**src/rtl/mips_pkg.sv**
```systemverilog
// mips_pkg: shared opcodes, funct codes, CP0 indices, address map and store-lane helper for mips_core.
// Optional feature macro: MIPS_INT_EN (interrupt logic, used by mips_cp0 and mips_core).
package mips_pkg;

    localparam logic [5:0] OP_RTYPE = 6'h00;
    localparam logic [5:0] OP_J     = 6'h02;
    localparam logic [5:0] OP_JAL   = 6'h03;
    localparam logic [5:0] OP_BEQ   = 6'h04;
    localparam logic [5:0] OP_BNE   = 6'h05;
    localparam logic [5:0] OP_ADDIU = 6'h09;
    localparam logic [5:0] OP_ORI   = 6'h0D;
    localparam logic [5:0] OP_LUI   = 6'h0F;
    localparam logic [5:0] OP_COP0  = 6'h10;
    localparam logic [5:0] OP_LW    = 6'h23;
    localparam logic [5:0] OP_SB    = 6'h28;
    localparam logic [5:0] OP_SH    = 6'h29;
    localparam logic [5:0] OP_SW    = 6'h2B;

    localparam logic [5:0] FN_JR    = 6'h08;
    localparam logic [5:0] FN_ERET  = 6'h18;
    localparam logic [5:0] FN_ADDU  = 6'h21;
    localparam logic [5:0] FN_SUBU  = 6'h23;
    localparam logic [5:0] FN_AND   = 6'h24;
    localparam logic [5:0] FN_OR    = 6'h25;
    localparam logic [5:0] FN_SLT   = 6'h2A;

    localparam logic [4:0] COP_MF   = 5'h00;
    localparam logic [4:0] COP_MT   = 5'h04;
    localparam logic [4:0] COP_CO   = 5'h10;

    localparam logic [4:0] CP0_SR    = 5'd12;
    localparam logic [4:0] CP0_CAUSE = 5'd13;
    localparam logic [4:0] CP0_EPC   = 5'd14;

    localparam logic [31:0] RESET_PC     = 32'h0000_3000;
    localparam logic [31:0] HANDLER_PC   = 32'h0000_4180;
    localparam logic [31:0] DATA_LIMIT   = 32'h0000_3000;
    localparam logic [31:0] INT_ACK_BASE = 32'h0000_7F20;
    // SR keeps only IM[15:10], EXL[1] and IE[0]; every other bit reads 0.
    localparam logic [31:0] SR_MASK      = 32'h0000_FC03;

    typedef enum logic [1:0] {ST_NONE, ST_WORD, ST_HALF, ST_BYTE} store_e;

    function automatic logic [3:0] lane_en(input store_e k, input logic [1:0] a);
        return (k == ST_WORD) ? 4'b1111 :
               (k == ST_HALF) ? (a[1] ? 4'b1100 : 4'b0011) :
               (k == ST_BYTE) ? (4'b0001 << a) : 4'b0000;
    endfunction

endpackage

```
**src/rtl/mips_cp0.sv**
```systemverilog
// mips_cp0: SR/Cause/EPC registers, interrupt-take decision, EPC output for eret.
// Ports: clk, reset (async active-low), interrupt (HWInt[2]), we/idx/wdata (mtc0 write, mfc0 read index),
//        eret (decoded eret), pc (current PC), rdata (mfc0 data), epc, int_take, eret_take.
// Feature macro: MIPS_INT_EN; when undefined the block reads 0 and never takes or returns.
module mips_cp0
    import mips_pkg::*;
(
    input  logic        clk,
    input  logic        reset,
    input  logic        interrupt,
    input  logic        we,
    input  logic        eret,
    input  logic [4:0]  idx,
    input  logic [31:0] wdata,
    input  logic [31:0] pc,
    output logic [31:0] rdata,
    output logic [31:0] epc,
    output logic        int_take,
    output logic        eret_take
);
`ifdef MIPS_INT_EN
    logic [31:0] sr_q, sr_d, epc_q, epc_d;
    logic        ip_q;

    always_ff @(posedge clk or negedge reset) begin
        if (!reset) begin
            sr_q  <= '0;
            epc_q <= '0;
            ip_q  <= 1'b0;
        end else begin
            sr_q  <= sr_d;
            epc_q <= epc_d;
            ip_q  <= interrupt;
        end
    end

    // Decision uses the registered SR, so an mtc0 in the same cycle cannot affect it.
    always_comb begin
        int_take  = interrupt & sr_q[12] & sr_q[0] & ~sr_q[1];
        eret_take = eret & ~int_take;
        sr_d      = sr_q;
        epc_d     = epc_q;
        if (int_take) begin
            epc_d    = pc;
            sr_d[1]  = 1'b1;
        end else if (eret) begin
            sr_d[1]  = 1'b0;
        end else if (we && idx == CP0_SR) begin
            sr_d     = wdata & SR_MASK;
        end else if (we && idx == CP0_EPC) begin
            epc_d    = wdata;
        end
    end

    assign rdata = (idx == CP0_SR)    ? sr_q :
                   (idx == CP0_CAUSE) ? {19'b0, ip_q, 12'b0} :
                   (idx == CP0_EPC)   ? epc_q : 32'h0;
    assign epc   = epc_q;
`else
    logic unused_cp0;
    assign unused_cp0 = ^{clk, reset, interrupt, we, eret, idx, wdata, pc};
    assign rdata      = 32'h0;
    assign epc        = 32'h0;
    assign int_take   = 1'b0;
    assign eret_take  = 1'b0;
`endif
endmodule

```
**src/rtl/mips_core.sv**
```systemverilog
// mips_core: single-cycle MIPS-subset CPU with external interrupt, commit trace outputs.
// Ports: clk, reset (async active-low), interrupt; fetch i_inst_addr/i_inst_rdata;
//        data bus m_data_addr/rdata/wdata/byteen; interrupt-ack m_int_addr/byteen; m_inst_addr;
//        trace w_grf_we/addr/wdata/w_inst_addr; macroscopic_pc.
// Feature macro: MIPS_INT_EN enables interrupts, CP0 Cause/EPC and 0x7F20 store routing.
module mips_core
    import mips_pkg::*;
(
    input  logic        clk,
    input  logic        reset,
    input  logic        interrupt,
    output logic [31:0] macroscopic_pc,
    output logic [31:0] i_inst_addr,
    input  logic [31:0] i_inst_rdata,
    output logic [31:0] m_data_addr,
    input  logic [31:0] m_data_rdata,
    output logic [31:0] m_data_wdata,
    output logic [3:0]  m_data_byteen,
    output logic [31:0] m_int_addr,
    output logic [3:0]  m_int_byteen,
    output logic [31:0] m_inst_addr,
    output logic        w_grf_we,
    output logic [4:0]  w_grf_addr,
    output logic [31:0] w_grf_wdata,
    output logic [31:0] w_inst_addr
);
    logic [31:0] pc_q, pc_d;
    logic [31:0] grf_q [32];
    logic [5:0]  op, fn;
    logic [4:0]  rs, rt, rd, waddr;
    logic [31:0] rs_v, rt_v, imm_s, imm_z, pc_4, alu, npc, wdata;
    logic [31:0] cp0_rdata, epc;
    logic        we, cp0_we, cp0_eret, int_take, eret_take, commit;
    logic [3:0]  lanes;
    store_e      st;

    assign op    = i_inst_rdata[31:26];
    assign rs    = i_inst_rdata[25:21];
    assign rt    = i_inst_rdata[20:16];
    assign rd    = i_inst_rdata[15:11];
    assign fn    = i_inst_rdata[5:0];
    assign rs_v  = grf_q[rs];
    assign rt_v  = grf_q[rt];
    assign imm_s = {{16{i_inst_rdata[15]}}, i_inst_rdata[15:0]};
    assign imm_z = {16'h0, i_inst_rdata[15:0]};
    assign pc_4  = pc_q + 32'd4;

    mips_cp0 u_cp0 (
        .clk       (clk),
        .reset     (reset),
        .interrupt (interrupt),
        .we        (cp0_we),
        .eret      (cp0_eret),
        .idx       (rd),
        .wdata     (rt_v),
        .pc        (pc_q),
        .rdata     (cp0_rdata),
        .epc       (epc),
        .int_take  (int_take),
        .eret_take (eret_take)
    );

    // alu defaults to the load/store address so memory ops need no extra case.
    always_comb begin
        alu      = rs_v + imm_s;
        we       = 1'b0;
        waddr    = rd;
        npc      = pc_4;
        st       = ST_NONE;
        cp0_we   = 1'b0;
        cp0_eret = 1'b0;
        case (op)
            OP_RTYPE: case (fn)
                FN_ADDU: begin we = 1'b1; alu = rs_v + rt_v; end
                FN_SUBU: begin we = 1'b1; alu = rs_v - rt_v; end
                FN_AND:  begin we = 1'b1; alu = rs_v & rt_v; end
                FN_OR:   begin we = 1'b1; alu = rs_v | rt_v; end
                FN_SLT:  begin we = 1'b1; alu = {31'h0, $signed(rs_v) < $signed(rt_v)}; end
                FN_JR:   npc = rs_v;
                default: ;
            endcase
            OP_ORI:   begin we = 1'b1; waddr = rt; alu = rs_v | imm_z; end
            OP_LUI:   begin we = 1'b1; waddr = rt; alu = {i_inst_rdata[15:0], 16'h0}; end
            OP_ADDIU: begin we = 1'b1; waddr = rt; end
            OP_LW:    begin we = 1'b1; waddr = rt; end
            OP_SW:    st = ST_WORD;
            OP_SH:    st = ST_HALF;
            OP_SB:    st = ST_BYTE;
            OP_BEQ:   npc = (rs_v == rt_v) ? pc_4 + {imm_s[29:0], 2'b00} : pc_4;
            OP_BNE:   npc = (rs_v != rt_v) ? pc_4 + {imm_s[29:0], 2'b00} : pc_4;
            OP_J:     npc = {pc_4[31:28], i_inst_rdata[25:0], 2'b00};
            OP_JAL:   begin npc = {pc_4[31:28], i_inst_rdata[25:0], 2'b00}; we = 1'b1; waddr = 5'd31; end
            OP_COP0:  case (rs)
                COP_MF:  begin we = 1'b1; waddr = rt; end
                COP_MT:  cp0_we = 1'b1;
                COP_CO:  cp0_eret = (fn == FN_ERET);
                default: ;
            endcase
            default: ;
        endcase
        wdata = (op == OP_LW)   ? m_data_rdata :
                (op == OP_JAL)  ? pc_4 :
                (op == OP_COP0) ? cp0_rdata : alu;
        pc_d  = int_take ? HANDLER_PC : eret_take ? epc : npc;
    end

    // Nothing commits while reset is held or when the interrupt squashes this instruction.
    assign commit         = reset & ~int_take;
    assign lanes          = lane_en(st, alu[1:0]);
    assign m_data_byteen  = (commit && alu < DATA_LIMIT) ? lanes : 4'b0000;
`ifdef MIPS_INT_EN
    assign m_int_byteen   = (commit && alu[31:2] == INT_ACK_BASE[31:2]) ? lanes : 4'b0000;
`else
    assign m_int_byteen   = 4'b0000;
`endif
    assign m_data_wdata   = (st == ST_HALF) ? {2{rt_v[15:0]}} :
                            (st == ST_BYTE) ? {4{rt_v[7:0]}} : rt_v;
    assign m_data_addr    = alu;
    assign m_int_addr     = alu;
    assign w_grf_we       = commit & we;
    assign w_grf_addr     = waddr;
    assign w_grf_wdata    = wdata;
    assign macroscopic_pc = pc_q;
    assign i_inst_addr    = pc_q;
    assign m_inst_addr    = pc_q;
    assign w_inst_addr    = pc_q;

    always_ff @(posedge clk or negedge reset) begin
        if (!reset) begin
            pc_q <= RESET_PC;
            for (int i = 0; i < 32; i++) grf_q[i] <= '0;
        end else begin
            pc_q <= pc_d;
            if (w_grf_we && w_grf_addr != 5'd0) grf_q[w_grf_addr] <= w_grf_wdata;
        end
    end
endmodule

```
**config.mk**
```make
export PLATFORM = sky130hd
export DESIGN_NAME = mips_core
export DESIGN_NICKNAME = d
export VERILOG_FILES = /design/src/rtl/mips_pkg.sv /design/src/rtl/mips_cp0.sv /design/src/rtl/mips_core.sv
export SDC_FILE = /design/constraint.sdc
export NUM_CORES = 2
export LEC_CHECK = 0
export BUFFER_PORTS_ARGS = -buffer_cell sky130_fd_sc_hd__clkbuf_2
export CAP_MARGIN = 20
export CELL_PAD_IN_SITES_DETAIL_PLACEMENT = 1
export CELL_PAD_IN_SITES_GLOBAL_PLACEMENT = 1
export CORE_MARGIN = 2
export CORE_UTILIZATION = 46
export CTS_BUF_LIST = sky130_fd_sc_hd__clkbuf_2
export CTS_CLUSTER_DIAMETER = 30
export DETAILED_ROUTE_END_ITERATION = 16
export GPL_ROUTABILITY_DRIVEN = 0
export PLACE_DENSITY = 0.83
export SLEW_MARGIN = 20
export SYNTH_ARGS = -nofsm -noshare
export SYNTH_HDL_FRONTEND = slang
export SYNTH_SLANG_ARGS = --single-unit
```
**constraint.sdc**
```tcl
create_clock -name clk -period 6.8 [get_ports clk]
set_input_delay 0 -clock clk [delete_from_list [all_inputs] [get_ports clk]]
set_output_delay 0 -clock clk [all_outputs]
set_load 0.01 [all_outputs]
```
==> results.yml, run 1 <==
status:
  result_of_the_run: "stopped before the end"
  stop_stage: "5_1_grt"
  flow.first_error: "[ERROR GRT-0232] Routing congestion too high. Check the congestion heatmap in the GUI."
logic_synthesis:
  ys_warn_count: 0
  main_synth_ff_type: "sky130_fd_sc_hd__dfrtp_1"
  synth.top_cells.by_count: "1117 x sky130_fd_sc_hd__nand2_1, 1054 x sky130_fd_sc_hd__dfrtp_1, 1040 x sky130_fd_sc_hd__o21ai_0"
  syn_area_per_cell_um2: 10.5
  post-synth-top-area-cell: "sky130_fd_sc_hd__dfrtp_1"
  synth-seq-cells: 1056
  synth_largest_type_area_fraction: 0.403
  synth_enable_flop_cells: 0
  synth_async_sr_flop_share: 1.00
  netlist_area_um2: 65500
  synth.most_common_cell: "sky130_fd_sc_hd__nand2_1"
  synth_cell_types: 89
  sequential_area_share_after_synthesis: 0.404
  synth_cells: 6256
  netlist_top_cells_area: "sky130_fd_sc_hd__dfrtp_1 40%, sky130_fd_sc_hd__mux4_2 21%, sky130_fd_sc_hd__o21ai_0 8.0%"
placement:
  placed_area_um2: 69200
  post-dp-hpwl_um: 188000
  buffer_ports.inserted: 331
floorplan:
  floorplan.initialDensity: 0.463
  die_w_um: 381
  dieHeight_um: 381
  boundaryPins: 337
  row_count: 138
clock_tree:
  cts_max_path_buffers: 4
  cts_sinks: 1056
  numCtsBuffers: 322
  ctsHtreeMaxLevel: 5
  cts-root-buf: "sky130_fd_sc_hd__clkbuf_2"
global_routing:
  grt_max_degree: 150
  gr-usage-all-layers: 0.587
  global_route_total_overflow: 3
==> routing by layer <==
| metal | overflow | GRT usage |
|---|---|---|
| met3 | 0 | 0.485 |
| met1 | 0 | 0.571 |
| met4 | 1 | 0.543 |
| met2 | 2 | 0.727 |
| met5 | 0 | 0.355 |
==> cell families after synthesis <==
logic type,Yosys count,share of synthesized area
AOI/OAI and AO/OA,1631,0.144
other,1,0.0000573
DFF,1056,0.404
buffers and inverters,889,0.0610
adders and majority gates,181,0.0351
muxes,806,0.241
and+or+nand+nor,1587,0.101
xor gates and xnor gates,105,0.0141
==> what timing repair did <==
action,4_1_cts
buffers inserted,81
gates resized for setup,278
pin swaps,93
hold buffers,195
endpoints found under the hold margin,1767
cloned,17
setup endpoints to repair,74
==> metrics by stage <==
step	utilization	hold WS [ns]	instances	setup slack, ns	TNS, ns
after global placement	0.489	-0.0129	8055	0.169	0
after CTS	0.540	0.00180	8871	-0.476	-6.01
after detailed placement	0.489	-0.0125	8055	0.0922	0
after floorplan	-	-0.296	6259	0.0453	0
==> run 2, diff against run 1 <==
Settings changed: CELL_PAD_IN_SITES_DETAIL_PLACEMENT 1 to unset, CELL_PAD_IN_SITES_GLOBAL_PLACEMENT 1 to unset, CORE_UTILIZATION 46 to 36, CTS_BUF_LIST sky130_fd_sc_hd__clkbuf_2 to unset, CTS_CLUSTER_DIAMETER 30 to unset, PLACE_DENSITY 0.83 to unset, PLACE_DENSITY_LB_ADDON set to 0.15.
Clock period 6.8 ns to 8.8 ns, I/O delays scaled along.
==> run 2 against run 1 <==
Effect of this change:
- the run now ends clean
- synthesized cell count unchanged
- synthesized area unchanged
==> results.yml, run 2 <==
power:
  power_report.internal_total_mw: 9.75
  finalPower_mw: 14.3
  sequentialPowerShare: 0.375
  switching_share: 0.317
  p_per_area_nw_per_um2: 193
  power_frac_clock: 0.403
  total_leakage_power_nw: 32.5
  power.switching_mw: 4.53
  pwr-share-comb: 0.222
  vdd.ir_drop.worst_mv: 0.144
critical_path:
  crit_path_start_kind: "flip-flop"
  regToRegSetupSlack_ns: 1.81
  worst-endpoint-required_ns: 8.80
  worstSetupPathType: "flip-flop to primary output"
  critPathMaxStageDelay_ns: 0.88
  critical_path_buf_inv_count: 2
  critical_path.startpoint: "grf_q[3]"
  crit-reg2reg-launch: "grf_q[3]"
  cpLargestDelayFamily: "compound AO/OA/AOI/OAI gates"
  worstPathCellList: "mux4_2 -> mux4_2 -> mux2i_1 -> ha_1 -> a2111oi_2 -> o21ai_1 -> o221ai_1 -> a211o_1 -> a2111oi_0 -> a41o_1 -> a221o_1 -> and3_1 -> a221o_1 -> o21ai_2 -> inv_1 -> clkbuf_2"
  reg2reg_depth: 16
  r2r_end: "grf_q[59]"
  cp_slowest_cell: "sky130_fd_sc_hd__mux2i_1"
  setup.worst_path.end_class: "primary output"
  cp_max_fo: 17
  critical_path_arrival_ns: 7.86
clock_tree:
  cts_max_path_buffers: 3
  clk_pin_slew_ns: 0.06
  post_cts.resized_instances: 0
  clock_latency_ns: 0.77
  cts_sinks: 1056
  tritoncts_clock_tree: "done"
  ctsHtreeMaxLevel: 4
  numCtsBuffers: 131
  cts-root-buf: "sky130_fd_sc_hd__clkbuf_16"
job:
  cap_violations: 0
logic_synthesis:
  netlist_top_cells_area: "sky130_fd_sc_hd__dfrtp_1 40%, sky130_fd_sc_hd__mux4_2 21%, sky130_fd_sc_hd__o21ai_0 8.0%"
  netlist_area_um2: 65500
  ys_warn_count: 0
  synth-seq-cells: 1056
  synth_largest_type_area_fraction: 0.403
  synth_async_sr_flop_share: 1.00
  synth_enable_flop_cells: 0
  synth_cells: 6256
  syn_area_per_cell_um2: 10.5
  synth.most_common_cell: "sky130_fd_sc_hd__nand2_1"
  synth_cell_types: 89
  synth.top_cells.by_count: "1117 x sky130_fd_sc_hd__nand2_1, 1054 x sky130_fd_sc_hd__dfrtp_1, 1040 x sky130_fd_sc_hd__o21ai_0"
  sequential_area_share_after_synthesis: 0.404
  post-synth-top-area-cell: "sky130_fd_sc_hd__dfrtp_1"
  main_synth_ff_type: "sky130_fd_sc_hd__dfrtp_1"
hold_path:
  hold_class: "primary input to asynchronous set/reset pin"
status:
  result_of_the_run: "finished clean"
route:
  drc: 0
  wl_um: 260000
  wl_per_cell_um: 29.8
  via_per_inst: 5.95
  firstDrtPassIters: 9
  dr_total_vias: 51900
  first_drt_iteration_drcs: 4957
  remaining_antenna_violation_count: 0
floorplan:
  row_count: 156
  design.core.area_um2: 181000
  boundaryPins: 337
  floorplan.initialDensity: 0.362
  dieHeight_um: 430
  dieArea_um2: 185000
  die_w_um: 430
timing:
  period_share: 0.893
  final_critical_path_required_period_ns: 7.86
  fin_setup_tns_ns: 0
  hold_viol: 0
  max_clock_freq_mhz: 127
  finalSetupViolations: 0
  slew_viol_final: 0
  rsz_0062_raised_after_global_routing: "no"
  finClkSkew_ns: 0.0262
  worst-slew-pin-transition_ns: 1.18
  timing.max_slew.rel_slack: 0.214
placement:
  buffer_ports.inserted: 331
  post-dp-hpwl_um: 171000
global_routing:
  global_route_total_overflow: 0
  grt_max_degree: 166
  gr-usage-all-layers: 0.279
  first_global_vias: 51000
  grt_antenna_before_repair: 4
  grt_pass1_wl_um: 376000
cells_and_area:
  multi_input_area_um2: 35500
  area_delta_synth_final_pct: 13.1
  registers.top_by_ff_count: "grf_q"
  total_number_of_nets_in_the_final_design: 6493
  area.sequential_um2: 26400
  drive_gt1_frac: 0.246
  layout.filler_cells: 17500
  commonest_non_fill_non_tap_cell_in_the_layout: "sky130_fd_sc_hd__nand2_1"
  mostFrequentLayoutCells: "1086 x sky130_fd_sc_hd__nand2_1, 1054 x sky130_fd_sc_hd__dfrtp_1, 1026 x sky130_fd_sc_hd__o21ai_0"
  largest_register_ff_count: 1024
==> run 2: worst max path at each step <==
stage                       end  slack [ns]  cells after the start
6_report        w_grf_wdata[27]        0.94                     16
3_5_place_dp    w_grf_wdata[27]        1.46                     20
3_3_place_gp    w_grf_wdata[27]        1.50                     20
5_1_grt        m_data_byteen[2]        0.64                     19
4_1_cts         w_grf_wdata[27]        1.07                     16
2_1_floorplan        grf_q[120]        2.05                     28
==> run 2: cells by family (layout without fill, tap and decap cells) <==
logic type               after synthesis  after routing  synth area share
AO/OA/AOI/OAI                       1631           1631             0.144
XOR/XNOR                             105            105            0.0141
adder cells (fa/ha/maj)              181            181            0.0351
buffers and inverters                889            978            0.0610
flip-flops                          1056           1056             0.404
multiplexers                         806            806             0.241
other                                  1              6         0.0000573
AND/OR/NAND/NOR                     1587           1587             0.101
==> run 2: power groups by stage <==
stage	clock, mW	combinational [mW]	sequential, mW
finish	5.75	3.17	5.36
global route	6.04	3.40	5.39
CTS	5.86	3.14	5.36
detailed placement	0	3.12	5.44
global placement	0	3.11	5.42
floorplan	0	2.05	5.37
==> run 2: metrics by stage <==
| step | hold WS, ns | std cells | worst slack [ns] | area (µm²) | utilization |
|---|---|---|---|---|---|
| 6_report | 0.0462 | 8720 | 0.937 | 74000 | 0.410 |
| 3_5_place_dp | -0.0882 | 8437 | 1.46 | 69000 | 0.382 |
| 4_1_cts | 0.00994 | 8716 | 1.07 | 74000 | 0.409 |
| 2_1_floorplan | -0.296 | 6259 | 2.05 | 65500 | - |
| 3_3_place_gp | -0.0870 | 8437 | 1.50 | 68900 | 0.381 |
| 5_1_grt | 0.0414 | 8718 | 0.637 | 74000 | 0.410 |
==> run 2: per-layer routing <==
metal / track usage / share of wire
met2: 0.447 / 0.47
met4: 0.111 / 0.044
met1: 0.375 / 0.42
met3: 0.0515 / 0.068
met5: 0 / 0.00010
==> run 2: worst reg2reg max path, delay by kind of cell (launching register included) <==
| family | cells | cell delay [ns] |
|---|---|---|
| flops | 1 | 0.39 |
| simple gates | 1 | 0.37 |
| buf+inv | 1 | 0.33 |
| compound gates | 10 | 3.37 |
| fa+ha+maj | 1 | 0.50 |
| mux | 3 | 1.86 |
==> run 2: final cells by class <==
class | count | share of cell area
antenna | 2 | 0.0000676
timing repair buffer | 553 | 0.0513
sequential | 1056 | 0.357
multi-input combinational | 4314 | 0.480
clock inverter | 47 | 0.00858
inverter | 189 | 0.00963
clock buffer | 189 | 0.0536
tap | 2370 | 0.0400
==> run 2: timing repair <==
action,CTS,global route
hold endpoints to repair,1133,0
buffers inserted,0,0
hold buffers,43,0
No activity file was read; power rests on OpenSTA's default activity.
